### src/rtl/demux_scan_1to8.sv
// demux_scan_1to8: distributes a serial data bit to one of eight registered
// channels, either by explicit select or by an auto-scan pointer that
// assembles complete 8-bit frames.
//
// Ports:
//   clk         rising-edge clock
//   rst_n       asynchronous active-low reset
//   din         data bit to distribute
//   din_valid   din is accepted on this edge
//   sel_mode    0: explicit select, 1: auto-scan
//   sel         destination channel in explicit mode
//   clr         synchronous clear of channels and scan state (wins over din_valid)
//   y           registered channel outputs, channel k on y[k]
//   frame       last complete auto-scan frame
//   frame_valid one-cycle pulse when frame updates
//   ptr         next auto-scan channel
//   busy        partial auto-scan frame in progress
module demux_scan_1to8 (
    input  logic       clk,
    input  logic       rst_n,
    input  logic       din,
    input  logic       din_valid,
    input  logic       sel_mode,
    input  logic [2:0] sel,
    input  logic       clr,
    output logic [7:0] y,
    output logic [7:0] frame,
    output logic       frame_valid,
    output logic [2:0] ptr,
    output logic       busy
);

    localparam int unsigned NCH   = 8;
    localparam int unsigned PTR_W = 3;

    typedef enum logic [0:0] {
        IDLE = 1'b0,
        FILL = 1'b1
    } state_t;

    state_t             state_q, state_d;
    logic [PTR_W-1:0]   ptr_q, ptr_d;
    logic [NCH-1:0]     y_q, y_d;
    logic [NCH-1:0]     frame_q, frame_d;
    logic               fv_q, fv_d;
    logic               busy_q;

    // State and output registers
    always_ff @(posedge clk or negedge rst_n) begin
        if (!rst_n) begin
            state_q <= IDLE;
            ptr_q   <= '0;
            y_q     <= '0;
            frame_q <= '0;
            fv_q    <= 1'b0;
            busy_q  <= 1'b0;
        end else begin
            state_q <= state_d;
            ptr_q   <= ptr_d;
            y_q     <= y_d;
            frame_q <= frame_d;
            fv_q    <= fv_d;
            busy_q  <= (state_d == FILL);
        end
    end

    // Next-state and next-output logic
    always_comb begin
        state_d = state_q;
        ptr_d   = ptr_q;
        y_d     = y_q;
        frame_d = frame_q;
        fv_d    = 1'b0;

        if (clr) begin
            state_d = IDLE;
            ptr_d   = '0;
            y_d     = '0;
            frame_d = '0;
        end else if (!sel_mode) begin
            // Leaving auto-scan mid-frame drops the partial frame; y is kept
            if (state_q == FILL) begin
                state_d = IDLE;
                ptr_d   = '0;
            end
            if (din_valid) begin
                y_d[sel] = din;
            end
        end else if (din_valid) begin
            y_d[ptr_q] = din;
            if (ptr_q == PTR_W'(NCH - 1)) begin
                // Frame captures y including the bit written on this edge
                state_d = IDLE;
                ptr_d   = '0;
                frame_d = y_d;
                fv_d    = 1'b1;
            end else begin
                state_d = FILL;
                ptr_d   = ptr_q + PTR_W'(1);
            end
        end
    end

    assign y           = y_q;
    assign frame       = frame_q;
    assign frame_valid = fv_q;
    assign ptr         = ptr_q;
    assign busy        = busy_q;

endmodule
### config.mk
export PLATFORM = sky130hd
export DESIGN_NAME = demux_scan_1to8
export DESIGN_NICKNAME = d
export VERILOG_FILES = /design/src/rtl/demux_scan_1to8.sv
export SDC_FILE = /design/constraint.sdc
export NUM_CORES = 1
export LEC_CHECK = 0
export CORE_MARGIN = 1.5
export CORE_UTILIZATION = 44
export DETAILED_ROUTE_END_ITERATION = 10
export GPL_ROUTABILITY_DRIVEN = 0
export PLACE_DENSITY = 0.74
export REMOVE_ABC_BUFFERS = 1
export SLEW_MARGIN = 20
export SYNTH_ARGS = -nofsm -noshare
export SYNTH_HDL_FRONTEND = slang
export SYNTH_SLANG_ARGS = --single-unit
### constraint.sdc
create_clock -name clk -period 1.6 [get_ports clk]
set_clock_uncertainty 0.2 [all_clocks]
set_input_delay 0.32 -clock clk [delete_from_list [all_inputs] [get_ports clk]]
set_output_delay 0.32 -clock clk [all_outputs]
set_load 0.005 [all_outputs]
==> impl_metrics.toml <==
[logic_synthesis]
yosys_warnings = 0
ys_types = 37
synth.top_cells.by_area = "dfrtp_1 40%, mux2i_1 12%, a221oi_2 4.6%"
synthCells = 121
ys_seq_elements = 21
ys_seq_area_share_pct = 40.3
synth_top_area_share_pct = 40.3
synth_area_per_cell_sq_um = 10.8
synthesis.area_sq_um = 1300
yosysTopAreaCell = "dfrtp_1"

[timing]
setup_ws_ps = -185
max_slew_margin_pct = 79.2
rsz0062_at_grt = "yes"
max_slew.worst_pin.slew_ps = 303
fin_crit_ps = 1780
final-hold-violation-count = 0
drv_slew = 0
max_clock_freq_mhz = 560
finalSetupViolCount = 17
post-route-period-util_pct = 112

[global_routing]
grt_pass1_wl_um = 6240
gr-usage-all-layers_pct = 25.2
antenna_found_initial = 0
first_global_vias = 1234
overflow = 0
grt_max_degree = 22

[cells_and_area]
antenna_cells = 0
fillers = 148
nets = 196
final-instance-count-excl-fill = 215
regArea_sq_um = 526
syn_to_final_growth_pct = 71.6
stdcell_area_sq_um = 2240
multi_input_area_sq_um = 930
drive_gt1_share_pct = 52.7

[floorplan]
start_util_pct = 46.9
dieHeight_um = 57.4
die_w_um = 57.4
core_area_sq_um = 2780
io_pins = 30
rows = 19
dieArea_sq_um = 3300

[power]
vdd_drop_max_v = 0.000525
powerDensity_nw_per_um2 = 521
pwr-share-seq_pct = 47.7
pwr-share-comb_pct = 28.8
switching_share_pct = 30.4
p_int_uw = 812
leakage_nw = 1.03
switching_power_uw = 354
clkPwrFrac_pct = 23.5

[clock_tree]
clk-insertion-delay-late_ps = 320
htreeDepth = 1
cts_sinks = 21
clk_pin_slew_ps = 130
cts_root_buf = "clkbuf_4"
cts_tree = "built"
numCtsBuffers = 3
clock_path_buffers = 2

[setup_path]
cp_slowest_cell = "dfrtp_1"
rrSetupSlack_ps = -180
worstSetupEndpointType = "register"
worstPathArrival_ps = 1790
crit_start = "ptr[0]"
critical_path_class = "register to register"
slowest_delay_ps = 430
path_cells = "buf_6, buf_12, nor3b_4, mux2i_2, a211oi_2"
crit_family = "flip-flops"
rr_startpoint = "ptr[0]"
cp_max_fo = 6
cp.required_ps = 1600
worst-path-buf-inv = 2
startpoint_type = "register"

[placement]
portBuffers = 29
placed_area_sq_um = 1700
dp_cells = 187
dp_hpwl_um = 2340

[routing]
first_iter_violations = 47
drt_pass1_iterations = 4
wl_um = 4400
wl_per_cell_um = 20.5
ant_nets = 0
drc = 0
dr_total_vias = 1274
vias_per_cell = 5.93

[outcome]
status = "finished with violations"
violations = "negative setup slack"

[run]
drv_cap = 0

[hold_path]
hold_class = "primary input to async pin"
==> power by group through the flow <==
stage | clock [mW] | sequential (mW) | combinational, mW
6_report | 0.274 | 0.556 | 0.336
5_1_grt | 0.308 | 0.558 | 0.353
4_1_cts | 0.277 | 0.555 | 0.287
3_5_place_dp | 0 | 0.571 | 0.220
3_3_place_gp | 0 | 0.570 | 0.214
2_1_floorplan | 0 | 0.575 | 0.0828
==> final timing paths <==
check | to | cells after the start
min in group clk | frame[5] | 2
setup / recovery | frame[4] | 5
hold reg to reg | frame[5] | 2
setup reg to reg | frame[4] | 5
max in group asynchronous | y[3] | 2
hold / removal | ptr[2] | 2
==> cells in the final DEF, fill, tap and decap left out, drive strengths merged, types with 2 or more instances in the layout <==
| cell type | instances |
|---|---|
| ha | 2 |
| a22oi | 2 |
| nand2b | 4 |
| nor3 | 2 |
| mux2 | 2 |
| a221oi | 6 |
| nor3b | 6 |
| buf | 41 |
| nor2 | 11 |
| nor2b | 2 |
| inv | 2 |
| dlygate4sd2 | 19 |
| clkbuf | 5 |
| mux2i | 16 |
| nand3b | 6 |
| nand3 | 2 |
| o21ai | 2 |
| o21bai | 6 |
| dfrtp | 21 |
| clkdlybuf4s50 | 8 |
| a211oi | 8 |
==> per-stage QoR <==
stage	utilization [%]	hold slack (ps)	setup slack, ps	power [mW]	setup TNS [ps]
2_1_floorplan	-	-176	-300	0.658	-2790
3_3_place_gp	61.3	352	-273	0.784	-3530
3_5_place_dp	61.3	359	-356	0.791	-4060
4_1_cts	74.7	139	-104	1.12	-1110
5_1_grt	80.4	139	-205	1.22	-2060
6_report	80.4	133	-185	1.17	-1370
==> logic make-up (layout without fill, tap and decap cells) <==
group | after synthesis | after routing | share of synthesized area [%]
AO/OA/AOI/OAI | 26 | 26 | 17.3
XOR/XNOR | 1 | 1 | 0.672
adder cells (fa/ha/maj) | 2 | 2 | 1.92
buffers and inverters | 13 | 76 | 5.85
flip-flops | 21 | 21 | 40.3
multiplexers | 18 | 18 | 14.0
AND/OR/NAND/NOR | 40 | 40 | 20.0
==> cell type report <==
cell class / instances / area share (%)
Inverter: 2 / 0.336
Tap cell: 31 / 1.73
Clock inverter: 1 / 0.224
Timing Repair Buffer: 70 / 31.7
Sequential cell: 21 / 23.5
Multi-Input combinational cell: 87 / 41.6
Clock buffer: 3 / 1.01
==> layer usage <==
layer  GRT usage (%)  vias to the layer above  wire, um
li1                -                      578         -
met1            32.8                      626      1770
met2            43.8                       54      2230
met3            2.72                       16       228
met4            7.64                        0       174
met5               0                        -         0
==> timing repair <==
action	in CTS	in global routing
resized for setup	65	28
hold buffers	0	0
pin swaps	10	12
hold endpoints to repair	0	0
cloned	2	0
setup buffers	17	5
setup endpoints to repair	34	23
==> Yosys cell counts, drive strengths merged <==
library cell	n
a22oi	2
ha	2
nor3b	6
nor4	1
nand4	1
buf	8
mux2i	16
nand4b	1
a211oi	8
inv	2
nand3	2
nand3b	6
nor2b	2
and2	1
clkbuf	3
nor3	2
o21bai	6
nor4b	1
a21oi	1
o21ai	2
a21boi	1
mux2	2
nand2b	4
and3b	1
and3	1
xor2	1
dfrtp	21
nor2	11
a221oi	6
==> state kept, by name (all words and copies together), names as in the netlist <==
signal and flops:
frame_valid 1, frame 8, busy 1, ptr 3, y 8
Note: power is estimated with default switching activity, not from simulation.
